`src/rtl/reorder_buffer.sv`:
```
`default_nettype none
// ============================================================================
// Module      : reorder_buffer
// Description : Circular reorder buffer. Allocates one entry per dispatched
//               instruction, records completions from the CDB and retires
//               entries in program order, one per cycle. A mispredicted branch
//               raises a flush when it reaches the head of the buffer.
// Revision    : 1.0 - initial release
// ============================================================================
module reorder_buffer #(
    parameter int DEPTH  = 16,
    parameter int TAG_W  = 4,
    parameter int PC_W   = 9,
    parameter int AREG_W = 5,
    parameter int PREG_W = 7
) (
    input  logic              clk,
    input  logic              rst,
    input  logic              i_alloc_valid,
    input  logic [PC_W-1:0]   i_alloc_pc,
    input  logic              i_alloc_has_rd,
    input  logic [AREG_W-1:0] i_alloc_rd_arch,
    input  logic [PREG_W-1:0] i_alloc_rd_phys,
    input  logic [PREG_W-1:0] i_alloc_old_phys,
    output logic              o_alloc_ready,
    output logic [TAG_W-1:0]  o_alloc_tag,
    input  logic              i_cdb_valid,
    input  logic [TAG_W-1:0]  i_cdb_tag,
    input  logic              i_cdb_mispredict,
    input  logic [PC_W-1:0]   i_cdb_target,
    output logic              o_commit_valid,
    output logic [PC_W-1:0]   o_commit_pc,
    output logic              o_commit_has_rd,
    output logic [AREG_W-1:0] o_commit_rd_arch,
    output logic [PREG_W-1:0] o_commit_rd_phys,
    output logic [PREG_W-1:0] o_commit_old_phys,
    output logic              o_flush,
    output logic [PC_W-1:0]   o_flush_pc,
    output logic [TAG_W-1:0]  o_head_ptr,
    output logic [TAG_W-1:0]  o_tail_ptr,
    output logic [TAG_W:0]    o_count
);

    localparam logic [TAG_W:0]   c_FULL    = (TAG_W+1)'(DEPTH);
    localparam logic [TAG_W:0]   c_CNT_ONE = (TAG_W+1)'(1);
    localparam logic [TAG_W-1:0] c_PTR_ONE = TAG_W'(1);

    // Per-entry status bits (cleared by reset, commit and flush)
    logic [DEPTH-1:0]  r_valid;
    logic [DEPTH-1:0]  r_done;
    logic [DEPTH-1:0]  r_mispred;

    // Per-entry payload (only meaningful while the matching valid bit is set)
    logic [DEPTH-1:0]  r_has_rd;
    logic [PC_W-1:0]   r_pc       [DEPTH];
    logic [PC_W-1:0]   r_target   [DEPTH];
    logic [AREG_W-1:0] r_rd_arch  [DEPTH];
    logic [PREG_W-1:0] r_rd_phys  [DEPTH];
    logic [PREG_W-1:0] r_old_phys [DEPTH];

    logic [TAG_W-1:0]  r_head;
    logic [TAG_W-1:0]  r_tail;
    logic [TAG_W:0]    r_count;

    logic w_commit;
    logic w_flush;
    logic w_alloc_fire;
    logic w_cdb_hit;

    // Commit, flush and allocation handshakes decoded from registered state
    always_comb begin
        w_commit     = r_valid[r_head] && r_done[r_head];
        w_flush      = w_commit && r_mispred[r_head];
        // Full blocks allocation even if the head retires this cycle
        o_alloc_ready = (r_count != c_FULL) && !w_flush;
        w_alloc_fire = i_alloc_valid && o_alloc_ready;
        w_cdb_hit    = i_cdb_valid && r_valid[i_cdb_tag];

        o_alloc_tag       = r_tail;
        o_head_ptr        = r_head;
        o_tail_ptr        = r_tail;
        o_count           = r_count;
        o_commit_valid    = w_commit;
        o_flush           = w_flush;
        o_flush_pc        = w_flush  ? r_target[r_head]   : '0;
        o_commit_pc       = w_commit ? r_pc[r_head]       : '0;
        o_commit_has_rd   = w_commit ? r_has_rd[r_head]   : 1'b0;
        o_commit_rd_arch  = w_commit ? r_rd_arch[r_head]  : '0;
        o_commit_rd_phys  = w_commit ? r_rd_phys[r_head]  : '0;
        o_commit_old_phys = w_commit ? r_old_phys[r_head] : '0;
    end

    // Entry status, pointers and occupancy; a flush wipes everything
    always_ff @(posedge clk or negedge rst) begin
        if (!rst) begin
            r_valid   <= '0;
            r_done    <= '0;
            r_mispred <= '0;
            r_head    <= '0;
            r_tail    <= '0;
            r_count   <= '0;
        end else if (w_flush) begin
            r_valid   <= '0;
            r_done    <= '0;
            r_mispred <= '0;
            r_head    <= '0;
            r_tail    <= '0;
            r_count   <= '0;
        end else begin
            if (w_cdb_hit) begin
                r_done[i_cdb_tag]    <= 1'b1;
                r_mispred[i_cdb_tag] <= i_cdb_mispredict;
            end
            // Later assignments win: a retiring head is cleared even if the
            // CDB re-reports it in the same cycle
            if (w_commit) begin
                r_valid[r_head]   <= 1'b0;
                r_done[r_head]    <= 1'b0;
                r_mispred[r_head] <= 1'b0;
                r_head            <= r_head + c_PTR_ONE;
            end
            if (w_alloc_fire) begin
                r_valid[r_tail]   <= 1'b1;
                r_done[r_tail]    <= 1'b0;
                r_mispred[r_tail] <= 1'b0;
                r_tail            <= r_tail + c_PTR_ONE;
            end
            case ({w_alloc_fire, w_commit})
                2'b10:   r_count <= r_count + c_CNT_ONE;
                2'b01:   r_count <= r_count - c_CNT_ONE;
                default: r_count <= r_count;
            endcase
        end
    end

    // Payload capture at allocation and branch target capture at completion
    always_ff @(posedge clk) begin
        if (w_alloc_fire) begin
            r_pc[r_tail]       <= i_alloc_pc;
            r_has_rd[r_tail]   <= i_alloc_has_rd;
            r_rd_arch[r_tail]  <= i_alloc_rd_arch;
            r_rd_phys[r_tail]  <= i_alloc_rd_phys;
            r_old_phys[r_tail] <= i_alloc_old_phys;
        end
        if (w_cdb_hit && !w_flush) begin
            r_target[i_cdb_tag] <= i_cdb_target;
        end
    end

endmodule
`default_nettype wire

```
`config.mk`:
```
export PLATFORM = sky130hd
export DESIGN_NAME = reorder_buffer
export DESIGN_NICKNAME = d
export VERILOG_FILES = /design/src/rtl/reorder_buffer.sv
export SDC_FILE = /design/constraint.sdc
export NUM_CORES = 1
export LEC_CHECK = 0
export BUFFER_PORTS_ARGS = -buffer_cell sky130_fd_sc_hd__buf_2
export CORE_ASPECT_RATIO = 1.4
export CORE_UTILIZATION = 40
export CTS_CLUSTER_DIAMETER = 200
export DETAILED_ROUTE_END_ITERATION = 10
export GPL_TIMING_DRIVEN = 0
export PLACE_DENSITY = 0.59
export REMOVE_ABC_BUFFERS = 1
export SYNTH_ARGS = -nofsm -noshare
export SYNTH_HDL_FRONTEND = slang
export SYNTH_SLANG_ARGS = --single-unit
export TNS_END_PERCENT = 50
```
`constraint.sdc`:
```
create_clock -name clk -period 6.3 [get_ports clk]
set_input_delay 1.26 -clock clk [delete_from_list [all_inputs] [get_ports clk]]
set_output_delay 1.26 -clock clk [all_outputs]
set_load 0.01 [all_outputs]
```
# [Word-level counts from Yosys, hierarchy flattened]
# Memories as Yosys holds them, arrays and structs flattened.
# Index checks and enable logic that the tools add are counted.
[op_classes] n_mux=50 n_bitwise=9 n_eq_ne=3 reduce_logical=13 n_lt_le_gt_ge=6 add_sub_neg=4
[op_table] op="16-bit two-way mux" count=16
[op_table] op="16-bit AND" count=5
[op_table] op="16-bit bitwise mux" count=2
[op_table] op="16-bit NOT" count=2
[op_table] op="16-bit OR" count=2
[op_table] op="1-bit binary-select mux with 4-bit select" count=5
[op_table] op="9-bit two-way mux" count=2
[op_table] op="4-bit two-way mux" count=4
[op_table] op="4-bit by 5-bit less-than comparator with 1-bit output (second input constant)" count=3
[op_table] op="7-bit two-way mux" count=2
[op_table] op="1-bit two-way mux" count=13
[op_table] op="1-bit demux with 4-bit select" count=3
[op_table] op="4-bit by 1-bit >= comparator with 1-bit output (second input constant)" count=3
[op_table] op="5-bit two-way mux" count=2
[op_table] op="5-bit case mux with 2 select lines" count=1
[op_table] op="1-bit logical AND" count=9
[op_table] op="4-bit by 1-bit adder with 4-bit output (second input constant)" count=2
[op_table] op="5-bit by 1-bit adder with 5-bit output (second input constant)" count=1
[op_table] op="5-bit inequality test (second input constant)" count=1
[op_table] op="5-bit by 1-bit subtractor with 5-bit output (second input constant)" count=1
[op_table] op="2-bit nonzero test" count=2
[op_table] op="3-bit nonzero test" count=1
[op_table] op="2-bit by 1-bit == test with 1-bit output (second input constant)" count=1
[op_table] op="2-bit == test (second input constant)" count=1
[op_table] op="1-bit logical NOT" count=1
[word_totals] ram_bits=592 memories=5 out_inout_bits=58 regBits=77 in_bits=47 wordCells=97
[mem_list] memory="r_pc" depth=16 width=9 rd=1 rd_ports_with_merged_regs=0 wr=1 line_no="55" text="logic [PC_W-1:0] r_pc [DEPTH];"
[mem_list] memory="r_target" depth=16 width=9 rd=1 rd_ports_with_merged_regs=0 wr=1 line_no="56" text="logic [PC_W-1:0] r_target [DEPTH];"
[mem_list] memory="r_old_phys" depth=16 width=7 rd=1 rd_ports_with_merged_regs=0 wr=1 line_no="59" text="logic [PREG_W-1:0] r_old_phys [DEPTH];"
[mem_list] memory="r_rd_phys" depth=16 width=7 rd=1 rd_ports_with_merged_regs=0 wr=1 line_no="58" text="logic [PREG_W-1:0] r_rd_phys [DEPTH];"
[mem_list] memory="r_rd_arch" depth=16 width=5 rd=1 rd_ports_with_merged_regs=0 wr=1 line_no="57" text="logic [AREG_W-1:0] r_rd_arch [DEPTH];"

# [Depth between registers and ports, before layout]
# Gate-level depths: netlist (run 1).
[depth] ltp_word=13 ltp_mapped=14 mapped_depth_nobuf=11

# [Least setup slack after synthesis (run 1)]
# OpenSTA, ideal clock, no wires.
[synth_path] path_kind="register -> register" start="reg r_head[0], in the netlist o_head_ptr[0]" end="reg r_has_rd[0], enable pin" setup_slack_ns=0.548 required_ns=5.791 setup_time_ns=0.509 t_arrival_ns=5.242 period_less_slack_ns=5.752 n_path_buf=3 stages_incl_launch_ff=12 path_cell_list="dfrtp_1 > buf_6 > buf_6 > mux4_2 > a22o_1 > nor2_2 > or2_1 > buf_6 > inv_6 > nand2_8 > inv_4 > nor4b_1"
[synth_between] elab_chain_len=7 elab_cells_between_ends=11 classes_between="6 x mux; 5 x reduce/logical"
[synth_rtl] element="start: declaration" line_no="61" text="logic [TAG_W-1:0] r_head;"
[synth_rtl] element="start signal: assignment" line_no="120" text="r_head <= r_head + c_PTR_ONE;"
[synth_rtl] element="1-bit binary-select mux with 4-bit select" line_no="72" text="w_commit = r_valid[r_head] && r_done[r_head];"
[synth_rtl] element="1-bit two-way mux (not written as such)" line_no="72"
[synth_rtl] element="1-bit logical AND" line_no="72"
[synth_rtl] element="1-bit logical AND (*)" line_no="73" text="w_flush = w_commit && r_mispred[r_head];"
[synth_rtl] element="1-bit logical NOT (*)" line_no="75" text="o_alloc_ready = (r_count != c_FULL) && !w_flush;"
[synth_rtl] element="1-bit logical AND (*)" line_no="75"
[synth_rtl] element="1-bit logical AND (*)" line_no="76" text="w_alloc_fire = i_alloc_valid && o_alloc_ready;"
[synth_rtl] element="end signal: indexed assignment" line_no="140" text="r_has_rd[r_tail] <= i_alloc_has_rd;"
[synth_rtl] element="end: declaration" line_no="54" text="logic [DEPTH-1:0] r_has_rd;"
# Mark *: on every way between the ends. The rest lies on a longest branch, timed or not. The select of a mux whose other input is x is not followed.
# A chain may end at the register's enable or synchronous reset.

# [Worst setup path after layout (run 1)]
[layout_path] start="reg r_head[2], in the netlist o_head_ptr[2]" end="out o_flush_pc[6]"
[layout_between] elab_chain_len=5 elab_cells_between_ends=10 classes_between="7 x mux; 2 x reduce/logical; 1 x memory"
[layout_rtl] element="1-bit binary-select mux with 4-bit select" line_no="72"
[layout_rtl] element="1-bit two-way mux (not written as such)" line_no="72"
[layout_rtl] element="1-bit logical AND" line_no="72"
[layout_rtl] element="1-bit logical AND" line_no="73"
[layout_rtl] element="9-bit two-way mux (*)" line_no="85" text="o_flush_pc = w_flush ? r_target[r_head] : '0;"
[layout_rtl] element="end: declaration" line_no="38" text="output logic [PC_W-1:0] o_flush_pc,"
# Marked as above.

==> summary by stage, run 1 <==
Synth
The area share of and/or/nand/nor cells after synthesis is between 4 and 5%. The fraction of the mapped netlist area in adder cells is less than 1%. The number of library cell types mapped by synthesis is 50.

The count of warnings emitted by yosys is 0. The portion of synthesized area spent on multiplexers is between 10% and 20%. The average instance area after synthesis is 20.5 um2.

The count of flip-flops with a built-in enable after synthesis is 608. After synthesis, the largest area contributor takes up roughly two thirds of total cell area. By area the synthesized netlist is led by sky130_fd_sc_hd__edfxtp_1 68%, sky130_fd_sc_hd__mux4_2 17%, sky130_fd_sc_hd__dfrtp_1 5.7%, sky130_fd_sc_hd__nand2_1 1.1%, sky130_fd_sc_hd__and2_1 0.95%. The largest area contributor in the netlist is sky130_fd_sc_hd__edfxtp_1. In the synthesized netlist the dominant register cell turns out to be sky130_fd_sc_hd__edfxtp_1. The compound-gate portion of the synthesized area is 2.27%.

After synthesis, flip-flops and latches occupy about three quarters of the total area. The number of flip-flops and latches in the synthesized netlist is about 670. Of all flip-flops after synthesis, the portion carrying an async set or reset was 9.12%.

The summed instance area of the synthesized netlist is 26,900 um2. The gate count after technology mapping is 1,316. Of the total synthesized cell area, the portion taken by XOR and XNOR cells is less than 1%. After synthesis, the largest family of logic cells by area is multiplexers.

Cells and area
The count of cells in the finished layout, fillers not included, comes to 2,379. The number of nets in the layout is 1,526. After routing the design area is between 30,000 and 40,000 um2. The library cell used most frequently in the layout, excluding fill and tap cells, is sky130_fd_sc_hd__edfxtp_1. In the layout the commonest cells are 608 x sky130_fd_sc_hd__edfxtp_1, 207 x sky130_fd_sc_hd__mux4_2, 103 x sky130_fd_sc_hd__buf_2.

In the final layout, the share of cells above drive strength 1 is between 30% and 40%. The layout overhead on the synthesized area is 15.9%.

Critical path
The nature of the critical path startpoint is a flip-flop. For flop-to-flop paths, the worst setup slack is 0.76 ns. The element type at the critical path end is an output port. Data on the critical path arrives at its endpoint at roughly 4.6 ns. The kind of critical path is flip-flop to output port.

In this run the worst setup path terminates at o_flush_pc[6]. In this run the critical register-to-register path is captured at r_pc[3][7]. In this run the worst path has a maximum fanout of 71. For the worst setup path, the data required time is around 5 ns. Measured in cells, the most critical reg-to-reg path has a length of 13. The critical path starts at o_head_ptr[2]. In this run the critical register-to-register path is launched from o_head_ptr[0].

CTS
The clock sink count is 669. The post-CTS repair timing setup buffer count is 0. The number of buffers on the longest clock path is 3. The number of hold buffers added after CTS was 0. The maximum level of the CTS H-tree is 3. The clock tree from TritonCTS is done. The master cell of the clock root buffer is sky130_fd_sc_hd__clkbuf_16. The clock insertion delay at the later pin of the skew report is about 0.61 ns.

After clock tree synthesis, the clock-pin slew on the worst setup and hold paths is around 0.07 ns. The number of CTS-inserted buffers is just under 70. The post-cts sizing count is 0.

GRT
Entering global routing, the biggest net connects 72 pins. The via count of the first global-routing pass is 14,200. The first-pass GRT wire length is 92,100 um. Global routing used a little under a fifth of the available tracks. The aggregate global routing overflow is 0. The number of antenna violations at the first check in global routing came to 4.

Timing
The final critical delay including setup and external delays is roughly 5.9 ns. At the pin with the least slew margin, the transition time is 1.36 ns. The setup total negative slack is 0 ns. The number of endpoints with negative hold slack in the final report is 0. The portion of the clock cycle consumed by the worst path in the final layout is 93.3%. Measured against its own limit, the worst slew margin works out to approximately 9.1%.

The final-report setup violation count is 0. The fmax is about 0.17 GHz. The clock arrives with 0.0230 ns of skew. The number of slew-limit violations in the final report came to 0. The post-route worst setup slack is 0.423 ns. Setup repair after global routing left no endpoint under its margin.

Placement
The number of buffers inserted by port buffering is between 100 and 150. The final weighted congestion in routability-driven placement is 0.797. At the placement stage, the worst setup path has a slack of ~0.43 ns. The estimated wirelength of the detail-placed design is between 30,000 and 40,000 um. Counting tap cells, the placed design contains a total of ~2,300 instances. The instance area after placement is a little under 30,000 um2.

Pwr
The worst-case IR drop observed on VDD is about 240 uV. Dividing total power by cell area gives a power density of between 400 and 500 nW/um2. The final total power is about 13 mW. In this run the static leakage power is between 10 and 15 nW.

Drt
The DRC violations left is 0. The first-pass iteration count of the detailed router is 5. The routed layout has 13,300 vias. The routed wire length is 61,600 um. The detailed-route vias per instance is 5.58. For this block, the initial DRC count from the detailed router was around 970. The count of nets left with antenna violations once routing finished came out at 0. In the final routed layout, each cell accounts on average for approximately 26 um.

Floorplan
The die is between 200 and 250 um wide. The initial utilization of the core area, before any placement, comes to between 40% and 50%. The site row count is approximately 110. The die covers ~68,000 um2. The floorplan die height is 309 um. The floorplan step defined a core boundary enclosing approximately 67,000 um2. The boundary pin count is 105.

Status
The flow ran to the end, and the final reports show no timing, DRC or antenna violations.

Worst hold path
The path category of the worst min-delay check is flip-flop to flip-flop.

Run
The max-cap violation count is 0.
==> layer usage <==
| metal | track usage (%) | vias up | share of wire, % |
|---|---|---|---|
| li1 | - | 5730 | - |
| met1 | 22.3 | 7094 | 39 |
| met2 | 33.3 | 347 | 53 |
| met3 | 3.23 | 106 | 4.8 |
| met4 | 5.95 | 4 | 2.3 |
| met5 | 0 | - | 0.047 |
==> cell usage after synthesis (2+ instances only) <==
| cell | count |
|---|---|
| sky130_fd_sc_hd__a211oi_1 | 11 |
| sky130_fd_sc_hd__a21boi_0 | 4 |
| sky130_fd_sc_hd__a21oi_1 | 28 |
| sky130_fd_sc_hd__a221oi_1 | 17 |
| sky130_fd_sc_hd__a22o_1 | 6 |
| sky130_fd_sc_hd__a31oi_1 | 2 |
| sky130_fd_sc_hd__and2_1 | 41 |
| sky130_fd_sc_hd__and3_1 | 3 |
| sky130_fd_sc_hd__and3b_1 | 4 |
| sky130_fd_sc_hd__and4bb_2 | 4 |
| sky130_fd_sc_hd__buf_1 | 22 |
| sky130_fd_sc_hd__buf_2 | 3 |
| sky130_fd_sc_hd__buf_4 | 4 |
| sky130_fd_sc_hd__buf_6 | 3 |
| sky130_fd_sc_hd__clkbuf_1 | 55 |
| sky130_fd_sc_hd__dfrtp_1 | 61 |
| sky130_fd_sc_hd__edfxtp_1 | 608 |
| sky130_fd_sc_hd__ha_1 | 10 |
| sky130_fd_sc_hd__inv_1 | 13 |
| sky130_fd_sc_hd__mux2i_1 | 4 |
| sky130_fd_sc_hd__mux4_2 | 207 |
| sky130_fd_sc_hd__nand2_1 | 78 |
| sky130_fd_sc_hd__nand2b_1 | 6 |
| sky130_fd_sc_hd__nand3_1 | 22 |
| sky130_fd_sc_hd__nor2_1 | 28 |
| sky130_fd_sc_hd__nor2_4 | 4 |
| sky130_fd_sc_hd__nor2b_1 | 3 |
| sky130_fd_sc_hd__nor3_1 | 13 |
| sky130_fd_sc_hd__nor3b_1 | 2 |
| sky130_fd_sc_hd__nor4_1 | 7 |
| sky130_fd_sc_hd__nor4b_1 | 3 |
| sky130_fd_sc_hd__o21a_1 | 4 |
| sky130_fd_sc_hd__o21ai_0 | 13 |
| sky130_fd_sc_hd__o21bai_1 | 3 |
| sky130_fd_sc_hd__xnor2_1 | 5 |
==> worst max-delay path: stages (launching register included) <==
cell	delay, ns
sky130_fd_sc_hd__dfrtp_4	0.66
sky130_fd_sc_hd__buf_16	0.30
sky130_fd_sc_hd__nor2_1	0.60
sky130_fd_sc_hd__a22o_1	0.30
sky130_fd_sc_hd__nor2_1	0.08
sky130_fd_sc_hd__or2_1	0.46
sky130_fd_sc_hd__bufinv_8	0.65
sky130_fd_sc_hd__nand2_8	0.12
sky130_fd_sc_hd__inv_6	0.43
sky130_fd_sc_hd__and2_1	0.22
sky130_fd_sc_hd__buf_2	0.13
==> layout make-up <==
| class | instances | area [um2] |
|---|---|---|
| Tap cell | 855 | 1070 |
| Multi-Input combinational cell | 545 | 6830 |
| Fill cell | 5474 | 35400 |
| Clock inverter | 40 | 307 |
| Antenna cell | 3 | 7.51 |
| Sequential cell | 669 | 19800 |
| Clock buffer | 82 | 1780 |
| Inverter | 15 | 75.1 |
| Timing Repair Buffer | 170 | 1340 |
==> stage by stage <==
| step | hold WS, ns | utilization (%) |
|---|---|---|
| after floorplan | 0.457 | - |
| after global placement | 0.475 | 42.3 |
| after detailed placement | 0.485 | 43.7 |
| after CTS | 0.499 | 46.8 |
| after global routing | 0.529 | 46.9 |
| final | 0.501 | 46.9 |
==> registers in the layout, summed over array words and instances, names as in the netlist <==
register,cells
o_alloc_tag,4
r_target,144
r_has_rd,16
o_count,5
r_pc,144
r_mispred,16
r_rd_arch,80
r_valid,16
r_rd_phys,112
r_old_phys,112
o_head_ptr,4
r_done,16
==> how the worst min path moves through the flow <==
stage / cells past startpoint / from / end
floorplan: 2 / r_done[14] / r_done[14]
global placement: 2 / r_done[14] / r_done[14]
detailed placement: 2 / r_done[13] / r_done[13]
CTS: 2 / r_done[13] / r_done[13]
global route: 2 / r_done[12] / r_done[12]
finish: 2 / r_done[13] / r_done[13]
==> power breakdown <==
| group | internal, mW | leakage (nW) | switching [mW] | total (mW) |
|---|---|---|---|---|
| sequential | 5.35 | 6.23 | 0.327 | 5.68 |
| clock | 2.11 | 1.02 | 1.69 | 3.81 |
| combinational | 1.88 | 3.05 | 1.97 | 3.85 |
==> cells by family after synthesis <==
group           Yosys count
fa+ha+maj                10
xor+xnor                  6
buf+inv                 102
flops                   669
mux                     211
compound gates           91
simple gates            227
(Power assumes the default switching activity.)
==> inputs of run 2 (changes only) <==
--- a/config.mk
+++ b/config.mk
@@ -11,7 +11,7 @@
 export CTS_CLUSTER_DIAMETER = 200
 export DETAILED_ROUTE_END_ITERATION = 10
 export GPL_TIMING_DRIVEN = 0
-export PLACE_DENSITY = 0.59
+export PLACE_DENSITY = 0.61
 export REMOVE_ABC_BUFFERS = 1
 export SYNTH_ARGS = -nofsm -noshare
 export SYNTH_HDL_FRONTEND = slang
==> constraint.sdc (replaced) <==
create_clock -name clk -period 5.35 [get_ports clk]
set_input_delay 1.07 -clock clk [delete_from_list [all_inputs] [get_ports clk]]
set_output_delay 1.07 -clock clk [all_outputs]
set_load 0.01 [all_outputs]
==> run 2 against run 1 <==
Effect of this change: register-to-register slack worse by 0.31 ns; flip-flop and latch count did not move; sequential power grew 18%; clock-buffer cell count increased by 3; critical endpoint is now o_flush_pc[7]; largest cell class unchanged; largest power group unchanged; highest routed layer unchanged.
==> summary by stage, run 2 (synthesis results as in run 1) <==
Status
The run finished with clean final reports.

Drt
The first-pass iteration count of the detailed router is 5 (unchanged). The per-cell routed wire length is 26.2 um (+1.4%). The starting DRC count in detailed routing came to 969 (+0.41%). The detailed-route vias per instance is 5.59 (+0.18%). The routed wire length is 62,600 um (+1.6%).

The total via count after detailed routing is 13,300 (+0.39%). The residual antenna-violating net count after detailed routing came to 0 (unchanged). The DRC violations left is 0 (unchanged).

Timing
The final-report setup violation count is 0 (unchanged). Setup repair after global routing left no endpoint under its margin. The number of slew-limit violations in the final report came to 0 (unchanged). The portion of the clock cycle consumed by the worst path in the final layout is a little over nine tenths. The setup total negative slack was 0 ns (unchanged). The transition time at the pin with the least slew margin is 1.35 ns (-0.00826 ns).

The number of endpoints with negative hold slack in the final report is 0 (unchanged). The post-route worst hold slack came to 0.500 ns (-0.00110 ns). The fmax is between 0.15 and 0.2 GHz. The worst slew margin relative to its limit came to 9.69% (+0.55 points).

The final critical delay including setup and external delays is 5.12 ns. The clock tree skew after final layout is 0.0296 ns (+0.00656 ns).

CTS
The tree is rooted in a sky130_fd_sc_hd__clkbuf_16. The number of CTS-inserted buffers is 66 (-2.9%). The clock sink count is 669 (unchanged).

The clock insertion delay at the later pin of the skew report is 0.62 ns (about the same). The number of buffers inserted for hold repair after clock tree synthesis is 0 (unchanged). The number of buffers on the longest clock path came to 3 (unchanged). The CTS clock-pin slew for the worst setup and hold paths is 0.06 ns (about the same).

The maximum level of the CTS H-tree was 3 (unchanged). TritonCTS built the clock tree.

Cells and area
The number of nets in the layout came to 1,534 (+0.52%). Leaving out fill and tap cells, the most frequent cell in the layout is sky130_fd_sc_hd__edfxtp_1. The layout overhead on the synthesized area is 16.4%. The fill cell instance count of the final layout was 5,450 (-0.44%).

The final design instance area without fill is 31,300 um2 (+0.47%). In the layout the commonest cells are 608 x sky130_fd_sc_hd__edfxtp_1, 207 x sky130_fd_sc_hd__mux4_2, 103 x sky130_fd_sc_hd__buf_2. The largest registers in the layout are r_pc (144), r_target (144).

The register area is 19,800 um2 (unchanged). The share of final-layout standard cells stronger than drive strength 1 came to 34.0% (+0.90 points). The area of the multi-input gates is 6850 um2 (+0.18%).

GRT
The aggregate global routing overflow is 0 (unchanged). The overall fraction of global-route tracks in use is 18.7% (+0.31 points). The first-pass GRT wire length is 93,000 um (+1.0%). The via count of the first global-routing pass is 14,100 (-1.1%). The pin count of the biggest net entering global routing came to 72 (unchanged).

The number of antenna violations at the first check in global routing is 9 (+5).

Critical path
The reg2reg setup slack is 0.45 ns (-0.31 ns). The worst register-to-register path begins at o_head_ptr[0]. The dominant cell type by count on the critical path is sky130_fd_sc_hd__buf_16. The largest driver fanout on the critical path came to 71 (unchanged). The kind of critical path is flip-flop to output port. The cell family contributing the most delay on the critical path is buffers and inverters.

Among all stages on the critical path, the largest delay is contributed by sky130_fd_sc_hd__mux4_2. The worst register-to-register path ends at r_pc[5][6]. The number of cell instances on the worst register-to-register path was 13 (unchanged). The number of buffer and inverter instances along the worst setup path is 6 (+2). The nature of the critical path startpoint is a flip-flop. The element type at the critical path end is an output port. The arrival time at the worst endpoint is 4.05 ns (-0.57 ns). Walking the worst path, the cells encountered are buf_16, buf_16, buf_16, mux4_2, a22o_1, nor2_1, or2_4, inv_12, nand2_8, inv_8, and2_1, buf_2.

The delay of the slowest critical-path stage is 0.57 ns (-0.09 ns). The required arrival time at the worst endpoint was 4.28 ns (-0.76 ns).

Worst hold path
The path category of the worst min-delay check is flip-flop to flip-flop. The startpoint of the most critical hold path is r_done[13]. The worst hold path terminates at r_done[13]. The hold path depth is 2 (unchanged).

Pwr
The power density relative to cell area is 504 nW/um2 (+18%). The leakage dissipation came to 10.4 nW (+0.59%). The maximum ir drop on the vdd rail is 417 uV (+71%).

Placement
The final weighted congestion in routability-driven placement is 0.778 (-2.3%). The estimated wirelength of the detail-placed design is 37,600 um (-0.74%). The number of buffers inserted by port buffering is 104 (unchanged).

The instance area after placement is 29,200 um2 (+0.25%).

Run
The max-cap violation count came to 0 (unchanged).

Floorplan
The area inside the core boundary is 66,600 um2 (unchanged). The width of the die is 221 um (unchanged). The effective utilization at floorplan came to 40.5% (unchanged). The area of the die is 68,400 um2 (unchanged). The site row count was 112 (unchanged). The boundary pin count is 105 (unchanged). The floorplan die height is 309 um (unchanged).
[run 2: area by class of cell]
class | instances | area share [%]
sequential | 669 | 63.2
multi-input combinational | 545 | 21.8
clock buffer | 85 | 5.66
timing repair buffer | 180 | 4.64
tap | 855 | 3.41
clock inverter | 31 | 1.01
inverter | 15 | 0.243
antenna | 4 | 0.0319
[run 2: per-stage QoR]
| step | utilization [%] | power (mW) | std cells | setup WS (ns) |
|---|---|---|---|---|
| after global placement | 42.3 | 11.3 | 2188 | -15.80 |
| after detailed placement | 43.8 | 11.4 | 2261 | -0.897 |
| after floorplan | - | 10.2 | 1229 | -6.82 |
| after global routing | 47.1 | 16.5 | 2382 | 0.0287 |
| final | 47.1 | 15.8 | 2384 | 0.232 |
| after CTS | 47.1 | 16.0 | 2380 | 0.0253 |
[run 2: worst reg2reg max path, cell delays in order, from the launching register on]
cell and delay [ns]:
sky130_fd_sc_hd__dfrtp_4 0.44, sky130_fd_sc_hd__buf_16 0.29, sky130_fd_sc_hd__buf_16 0.26, sky130_fd_sc_hd__buf_16 0.31, sky130_fd_sc_hd__mux4_2 0.60, sky130_fd_sc_hd__a22o_1 0.23, sky130_fd_sc_hd__nor2_1 0.26, sky130_fd_sc_hd__or2_4 0.24
sky130_fd_sc_hd__inv_12 0.12, sky130_fd_sc_hd__nand2_8 0.15, sky130_fd_sc_hd__inv_8 0.15, sky130_fd_sc_hd__or4b_4 0.65, sky130_fd_sc_hd__nor2_4 0.57, sky130_fd_sc_hd__buf_12 0.29
[run 2: power breakdown]
part	leakage, nW	switching [mW]	internal, mW
logic	3.11	2.34	2.25
clock network	1.01	2.00	2.52
registers	6.23	0.390	6.30
[run 2: layer usage]
metal | share of wire, % | track usage, % | up-vias
li1 | - | - | 5743
met5 | 0.083 | 0 | -
met3 | 4.6 | 3.42 | 108
met4 | 2.5 | 7.09 | 10
met1 | 40 | 23.2 | 7139
met2 | 53 | 32.8 | 333
[run 2: worst max-delay path by stage]
stage / depth (start not counted) / end / from
floorplan: 8 / r_has_rd[0] / o_head_ptr[0]
global placement: 8 / r_old_phys[3][5] / o_head_ptr[0]
detailed placement: 13 / r_rd_phys[7][1] / o_head_ptr[0]
CTS: 12 / o_flush_pc[7] / o_head_ptr[0]
global route: 12 / o_flush_pc[7] / o_head_ptr[0]
finish: 12 / o_flush_pc[7] / o_head_ptr[0]
[run 2: what timing repair did]
item,in CTS,in global routing
setup buffers,2,0
endpoints found under the setup margin,616,2
pin swaps,1,0
gates resized for setup,8,1
gates cloned,1,0
